**src/rtl/io_bus_arbiter_pkg.sv**
```systemverilog
`default_nettype none
// ============================================================================
//  Module      : io_bus_arbiter_pkg
//  Description : Shared encodings for the two-master I/O bus arbiter:
//                arbiter FSM states and master identifiers.
//  Revision    : 1.0 - initial release
// ============================================================================
package io_bus_arbiter_pkg;

    // Arbiter FSM: idle, or bus granted to master 0 / master 1
    typedef enum logic [1:0] {
        ARB_IDLE = 2'd0,
        ARB_GNT0 = 2'd1,
        ARB_GNT1 = 2'd2
    } arb_state_e;

    // Master identifiers, also the id carried through the read-return pipe
    localparam logic M_DMA  = 1'b0;
    localparam logic M_HOST = 1'b1;

endpackage : io_bus_arbiter_pkg
`default_nettype wire

```
**src/rtl/io_rd_return_pipe.sv**
```systemverilog
`default_nettype none
// ============================================================================
//  Module      : io_rd_return_pipe
//  Description : RD_LAT-deep shift register of {valid, id} that tags each
//                accepted read with its issuer so the slave's fixed-latency
//                read data can be routed back. Synchronous clear drops every
//                read still in flight.
//  Revision    : 1.0 - initial release
// ============================================================================
module io_rd_return_pipe #(
    parameter int RD_LAT = 1
) (
    input  logic clk,
    input  logic rst_n,
    input  logic clr,
    input  logic in_valid,
    input  logic in_id,
    output logic out_valid,
    output logic out_id
);

    logic [RD_LAT-1:0] valid_q;
    logic [RD_LAT-1:0] valid_d;
    logic [RD_LAT-1:0] id_q;
    logic [RD_LAT-1:0] id_d;
    logic [RD_LAT-1:0] valid_shift;
    logic [RD_LAT-1:0] id_shift;

    // Stage 0 takes the new entry; deeper stages take the previous stage
    generate
        if (RD_LAT == 1) begin : g_single
            assign valid_shift = in_valid;
            assign id_shift    = in_id;
        end else begin : g_multi
            assign valid_shift = {valid_q[RD_LAT-2:0], in_valid};
            assign id_shift    = {id_q[RD_LAT-2:0], in_id};
        end
    endgenerate

    // Next pipe contents: shift, or empty when a flush is requested
    always_comb begin
        valid_d = valid_shift;
        id_d    = id_shift;
        if (clr) begin
            valid_d = '0;
            id_d    = '0;
        end
    end

    // Pipe registers
    always_ff @(posedge clk or negedge rst_n) begin
        if (!rst_n) begin
            valid_q <= '0;
            id_q    <= '0;
        end else begin
            valid_q <= valid_d;
            id_q    <= id_d;
        end
    end

    assign out_valid = valid_q[RD_LAT-1];
    assign out_id    = id_q[RD_LAT-1];

endmodule : io_rd_return_pipe
`default_nettype wire

```
**src/rtl/io_bus_arbiter.sv**
```systemverilog
`default_nettype none
// ============================================================================
//  Module      : io_bus_arbiter
//  Description : Round-robin arbiter with bounded tenure sharing one slave
//                port between the DMA master (M0) and the host monitor (M1).
//                Grants are registered; the slave strobes follow the granted
//                master combinationally; read data returns RD_LAT cycles
//                after acceptance, tagged to its issuer.
//  Revision    : 1.0 - initial release
// ============================================================================
module io_bus_arbiter
    import io_bus_arbiter_pkg::*;
#(
    parameter int AWIDTH   = 18,
    parameter int BWIDTH   = 16,
    parameter int RD_LAT   = 1,
    parameter int HOLD_MAX = 4
) (
    input  logic              clk,
    input  logic              rst_n,
    input  logic              rst_pipe,
    input  logic              m0_req,
    input  logic              m0_we,
    input  logic [AWIDTH-1:0] m0_adr,
    input  logic [BWIDTH-1:0] m0_wdata,
    output logic              m0_gnt,
    output logic              m0_rvalid,
    output logic [BWIDTH-1:0] m0_rdata,
    input  logic              m1_req,
    input  logic              m1_we,
    input  logic [AWIDTH-1:0] m1_adr,
    input  logic [BWIDTH-1:0] m1_wdata,
    output logic              m1_gnt,
    output logic              m1_rvalid,
    output logic [BWIDTH-1:0] m1_rdata,
    output logic              s_ren,
    output logic              s_wen,
    output logic [AWIDTH-1:0] s_adr,
    output logic [BWIDTH-1:0] s_wdata,
    input  logic [BWIDTH-1:0] s_rdata
);

    localparam int            CW       = $clog2(HOLD_MAX + 1);
    localparam logic [CW-1:0] HOLD_CNT = CW'(HOLD_MAX);

    arb_state_e    state_q, state_d;
    logic [CW-1:0] cnt_q, cnt_d, cnt_inc;
    logic          last_q, last_d;

    logic cur_req;
    logic oth_req;
    logic cur_we;
    logic accept;
    logic pipe_valid;
    logic pipe_id;

    assign m0_gnt = (state_q == ARB_GNT0);
    assign m1_gnt = (state_q == ARB_GNT1);

    // Granted master's command; a flush cycle moves nothing onto the bus
    always_comb begin
        cur_req = 1'b0;
        oth_req = 1'b0;
        cur_we  = 1'b0;
        s_adr   = '0;
        s_wdata = '0;
        if (m0_gnt) begin
            cur_req = m0_req;
            oth_req = m1_req;
            cur_we  = m0_we;
            s_adr   = m0_adr;
            s_wdata = m0_wdata;
        end else if (m1_gnt) begin
            cur_req = m1_req;
            oth_req = m0_req;
            cur_we  = m1_we;
            s_adr   = m1_adr;
            s_wdata = m1_wdata;
        end
        accept = cur_req & ~rst_pipe;
        s_ren  = accept & ~cur_we;
        s_wen  = accept &  cur_we;
    end

    // Arbitration: tie goes to the master that did not win last; a tenure
    // ends on request drop, or after HOLD_MAX accepts if the other master waits
    always_comb begin
        state_d = state_q;
        cnt_d   = cnt_q;
        last_d  = last_q;
        cnt_inc = cnt_q + CW'(1);
        case (state_q)
            ARB_IDLE: begin
                cnt_d = '0;
                if (m0_req && (!m1_req || last_q == M_HOST)) begin
                    state_d = ARB_GNT0;
                    last_d  = M_DMA;
                end else if (m1_req) begin
                    state_d = ARB_GNT1;
                    last_d  = M_HOST;
                end
            end
            ARB_GNT0, ARB_GNT1: begin
                if (!cur_req) begin
                    state_d = ARB_IDLE;
                    cnt_d   = '0;
                end else if (cnt_inc == HOLD_CNT) begin
                    cnt_d = '0;
                    if (oth_req) begin
                        state_d = ARB_IDLE;
                    end
                end else begin
                    cnt_d = cnt_inc;
                end
            end
            default: begin
                state_d = ARB_IDLE;
                cnt_d   = '0;
            end
        endcase
        // Flush aborts the tenure but keeps round-robin history
        if (rst_pipe) begin
            state_d = ARB_IDLE;
            cnt_d   = '0;
            last_d  = last_q;
        end
    end

    // Arbiter state registers; after reset M0 wins the first tie
    always_ff @(posedge clk or negedge rst_n) begin
        if (!rst_n) begin
            state_q <= ARB_IDLE;
            cnt_q   <= '0;
            last_q  <= M_HOST;
        end else begin
            state_q <= state_d;
            cnt_q   <= cnt_d;
            last_q  <= last_d;
        end
    end

    io_rd_return_pipe #(
        .RD_LAT (RD_LAT)
    ) u_rd_return_pipe (
        .clk       (clk),
        .rst_n     (rst_n),
        .clr       (rst_pipe),
        .in_valid  (s_ren),
        .in_id     (m1_gnt),
        .out_valid (pipe_valid),
        .out_id    (pipe_id)
    );

    assign m0_rvalid = pipe_valid & (pipe_id == M_DMA);
    assign m1_rvalid = pipe_valid & (pipe_id == M_HOST);
    assign m0_rdata  = s_rdata;
    assign m1_rdata  = s_rdata;

endmodule : io_bus_arbiter
`default_nettype wire
```
**config.mk**
```make
export PLATFORM = sky130hd
export DESIGN_NAME = io_bus_arbiter
export DESIGN_NICKNAME = d
export VERILOG_FILES = /design/src/rtl/io_bus_arbiter_pkg.sv /design/src/rtl/io_rd_return_pipe.sv /design/src/rtl/io_bus_arbiter.sv
export SDC_FILE = /design/constraint.sdc
export NUM_CORES = 1
export LEC_CHECK = 0
export BUFFER_PORTS_ARGS = -buffer_cell sky130_fd_sc_hd__buf_2
export CAP_MARGIN = 10
export CORE_AREA = 5 5 66 68
export CTS_BUF_LIST = sky130_fd_sc_hd__clkbuf_16
export DETAILED_ROUTE_END_ITERATION = 8
export DIE_AREA = 0 0 71 73
export PLACE_DENSITY = 0.85
export SYNTH_ARGS = -nofsm -noshare
export SYNTH_HDL_FRONTEND = slang
export SYNTH_HIERARCHICAL = 1
export SYNTH_SLANG_ARGS = --single-unit
```
**constraint.sdc**
```tcl
create_clock -name clk -period 2.8 [get_ports clk]
set_input_delay 0.14 -clock clk [delete_from_list [all_inputs] [get_ports clk]]
set_output_delay 0.14 -clock clk [all_outputs]
set_load 0.005 [all_outputs]
```
# Yosys cells after proc, flatten, opt, wreduce, memory -nomap -nowiden
# Cells that the tools add are included.
# word_totals
ff_bits	8
inputBits	91
output_inout_bits	72
wordCells	53
# op_classes
n_addsub	1
n_eq_ne	6
mux	25
bitwise	8
reduce_logical	8
# op_table
cell	n
18-bit two-way mux	2
16-bit two-way mux	2
2-bit two-way mux	6
3-bit two-way mux	4
4-bit != test, second input constant	3
1-bit two-way mux	10
3-bit AND reduction	2
1-bit bitwise AND	5
2-bit case mux with 2 select lines	1
3-bit by 1-bit adder with 3-bit output, second input constant	1
3-bit == test, second input constant	1
1-bit inverter	3
2-bit by 1-bit == test with 1-bit output, second input constant	1
2-bit == test, second input constant	1
2-bit logical NOT	1
2-bit nonzero test	1
2-bit OR reduction	1
1-bit logical AND	1
1-bit logical NOT	1
1-bit logical OR	1

# Depth between registers and ports, before layout
# depth
ltp_word	8
mapped_depth	8
mapped_depth_nobuf	7

# Modules after synthesis
# Netlist, hierarchy kept.
# by_module_without_submodules
module	n_inst	cells_each	area_per_inst_um2
io_bus_arbiter	1	190	1143.6
io_rd_return_pipe	1	4	62.6

# Least setup slack after synthesis
# OpenSTA, ideal clock, no wires.
# synth_path
kind	reg2reg
start	register state_q[0]
end	register state_q[1]
t_arrival_ps	1687
required_time_ps	2679
slack_ps	992
path_stages_with_launch	8
period_less_slack_ps	1808
path_cell_list	dfrtp_1 inv_1 ha_1 buf_2 and3b_1 o21a_1 a221o_1 a22o_1
# synth_via
elab_chain_len	6
elab_cells_between_ends	15
classes_between	5 x eq/ne; 7 x mux; 3 x reduce/logical
# synth_rtl
element	line	source
start: declaration	io_bus_arbiter.sv:46	arb_state_e state_q, state_d;
start signal: assignment	io_bus_arbiter.sv:136	state_q <= state_d;
2-bit == test (*)	io_bus_arbiter.sv:58	assign m1_gnt = (state_q == ARB_GNT1);
net m1_gnt	io_bus_arbiter.sv:33	output logic m1_gnt,
1-bit two-way mux	io_bus_arbiter.sv:73	end else if (m1_gnt) begin
1-bit two-way mux	io_bus_arbiter.sv:67	if (m0_gnt) begin
2-bit two-way mux	io_bus_arbiter.sv:104	if (!cur_req) begin
2-bit case mux with 2 select lines	io_bus_arbiter.sv:92	case (state_q)
2-bit two-way mux	io_bus_arbiter.sv:122	if (rst_pipe) begin
# The timed path passes the listed nets; every way through them passes the cells marked *.
# A chain may end at the register's enable or synchronous reset.

# Final worst setup path
# layout_path
start	register state_q[1]
end	output s_ren
# layout_via
elab_chain_len	5
elab_cells_between_ends	9
classes_between	2 x eq/ne; 4 x mux; 3 x bitwise
# layout_rtl
element	line	source
2-bit == test	io_bus_arbiter.sv:58	
1-bit two-way mux	io_bus_arbiter.sv:73	
1-bit two-way mux	io_bus_arbiter.sv:67	
1-bit bitwise AND or 1-bit inverter (tied branches)	io_bus_arbiter.sv:80, io_bus_arbiter.sv:81	
1-bit bitwise AND (*)	io_bus_arbiter.sv:81	s_ren = accept & ~cur_we;
end: declaration	io_bus_arbiter.sv:36	output logic s_ren,
# Mark *: on every way between the ends. The rest lies on a longest branch, timed or not.

==> out/metrics.cfg <==
[critical_path]
worstReg2RegStart=state_q[1]
critical_path_class=register to output pin
crit_arrival_ns=2.07
crit_start=state_q[1]
crit_end=s_ren
startpoint_type=register
critical_path_required_ns=2.66
reg2regPathDepth=6
worstPathMaxFanout=72
r2r_slack_ns=0.82
end_kind=output pin
timing.rr.end=state_q[1]

[yosys]
avgSynthCellArea_sq_um=6.217
yosysTopAreaCell=nand2_1
synth_top_area_frac=0.2147
syn_area_sq_um=1206
yosys-top-cells-count=69 x nand2_1, 33 x buf_4, 32 x o21ai_0, 9 x clkbuf_1, 7 x dfrtp_1
synth_ff_type=dfrtp_1
synthArstFlopShare=1.000
synth_edf_count=0
post-synth-top-count-cell=nand2_1
synth.area.top_cells=nand2_1 21%, buf_4 21%, dfrtp_1 15%
synth_nets=290
yosysSeqAreaShare=0.1670
syn_inst=194
ys_warn_count=6
synth-seq-cells=8
yosys.cell_types.count=26

[clock_tree]
cts_resized=0
postCtsSetupBuffers=0
cts-buffers-inserted=3
htreeDepth=1
cts_sinks=8
worstSkewPairLatency_ns=0.24
clock-root-buffer=clkbuf_16
clock_path_buffers=2
ctsHoldBuffers=1
cts.clk_slew.worst_paths_ns=0.04
cts_tree=done

[sta]
max_freq_mhz=452.2
maxSlewHeadroom=0.6229
fin_crit_sh=0.7898
setup_tns_ns=0
setup_violations=0
rsz0062_at_grt=false
period_minus_slack_ns=2.212
skew_ns=0.004351
slew_viol_final=0
tightest_slew_ns=0.5657
hold_viol_final=0

[route]
final_antenna_net_count=0
routedWlPerCell_um=11.96
avgViaCountPerCell=4.517
dr.pass1.iters=4
vias=1450
post-route-drc-count=0
drtIter0Drc=42
wl_um=3839

[place]
place_congestion=0.8197
portBuffers=114
dpl.hpwl_um=3076

[min_path]
hold_class=primary input to register

[status]
status=completed

[grt]
grt_pass1_vias=1294
grt_first_pass_wirelength_um=5526
antenna_found_initial=0
grt-ovfl-total=0
grt.total_usage=0.1297
grt_max_degree=73

[floorplan]
num_rows=23
die_w_um=71
coreArea_sq_um=3799
die_y_um=73
dieArea_sq_um=5183
io_pins=163
start_util=0.3175

[power]
power_w=0.0007284
ir_worst_vdd_v=0.0001710
p_seq_frac=0.203
pwr-share-comb=0.458
power.leakage_nw=0.9180
powerDensity_nw_per_um2=440.4
power_switching_share=0.3464
p_clk_frac=0.339
p_switching_w=0.0002523
internal_power_w=0.0004761

[flow_run]
maxCapViolCount=0

[layout]
n_antenna_cell=0
area_growth_pct=37.14
num-nets-final=368
final_layout_size_suffix_gt1_frac=0.4465

## placed cells by master (no fill, tap or decap), types with 4 or more instances in the layout
| cell type | synthesis | final |
|---|---|---|
| buf_2 | 2 | 114 |
| nand2_1 | 69 | 69 |
| o21ai_0 | 32 | 32 |
| dfrtp_1 | 7 | 7 |
| nor2b_1 | 6 | 6 |
| inv_1 | 3 | 4 |
| a21oi_1 | 4 | 4 |
| ha_1 | 5 | 4 |
## metrics by stage
stage                     utilization  worst slack, ns  hold WS [ns]  area (sq um)  instances
after floorplan                     -           0.9920       -0.1556          1206        194
after global placement         0.4121           0.8701      -0.01086          1565        316
after detailed placement       0.4121           0.8150     -0.005562          1565        316
after CTS                      0.4354           0.5806        0.1569          1654        321
after global routing           0.4354           0.4195        0.1760          1654        321
final                          0.4354           0.5884        0.1588          1654        321
## final cells by class
class                      count  area, sq um
clock buffer                   3        75.07
clock inverter                 1        3.754
fill                         394         2145
inverter                       3        11.26
multi-input combinational    139        704.4
sequential                     8        201.4
tap                           50        62.56
timing repair buffer         117        595.6
## registers in the layout, indices dropped and copies added (netlist names)
name / cells
state_q: 2
u_rd_return_pipe/out_id: 1
u_rd_return_pipe/out_valid: 1
last_q: 1
cnt_q: 3
## cells by family after synthesis
group	Yosys count	share of synthesized area
compound gates	45	0.2116
fa+ha+maj	5	0.05187
simple gates	88	0.3112
buf+inv	47	0.2510
xor+xnor	1	0.007263
flops	8	0.1670
## power groups by stage
| stage | clock network, W | registers [W] | logic (W) |
|---|---|---|---|
| after floorplan | 0 | 0.000146 | 0.000220 |
| after global placement | 0 | 0.000148 | 0.000329 |
| after detailed placement | 0 | 0.000149 | 0.000335 |
| after CTS | 0.000253 | 0.000148 | 0.000339 |
| after global routing | 0.000259 | 0.000150 | 0.000379 |
| final | 0.000247 | 0.000148 | 0.000334 |
## routing by layer
metal  global-route usage  wire length (um)  part of all wire
met3              0.03719               475              0.12
met2               0.2307              1860              0.48
met4              0.05846                63             0.016
met5                    0                 0                 0
met1               0.1431              1439              0.37
## critical path, cell delays in order, from the launching register on
cell	delay, ns
dfrtp_1	0.39
inv_1	0.09
ha_2	0.18
buf_4	0.46
nor2_1	0.11
a21oi_1	0.16
nor3b_1	0.25
buf_2	0.16
## how the worst min path moves through the flow
stage / from / end / depth (start not counted)
floorplan: rst_n / cnt_q[0] / 0
global placement: rst_n / u_rd_return_pipe/out_id / 1
detailed placement: rst_n / cnt_q[2] / 1
CTS: m0_req / last_q / 2
global route: rst_pipe / u_rd_return_pipe/out_valid / 2
finish: rst_pipe / u_rd_return_pipe/out_id / 2
Power figures use the tool's default switching activity.
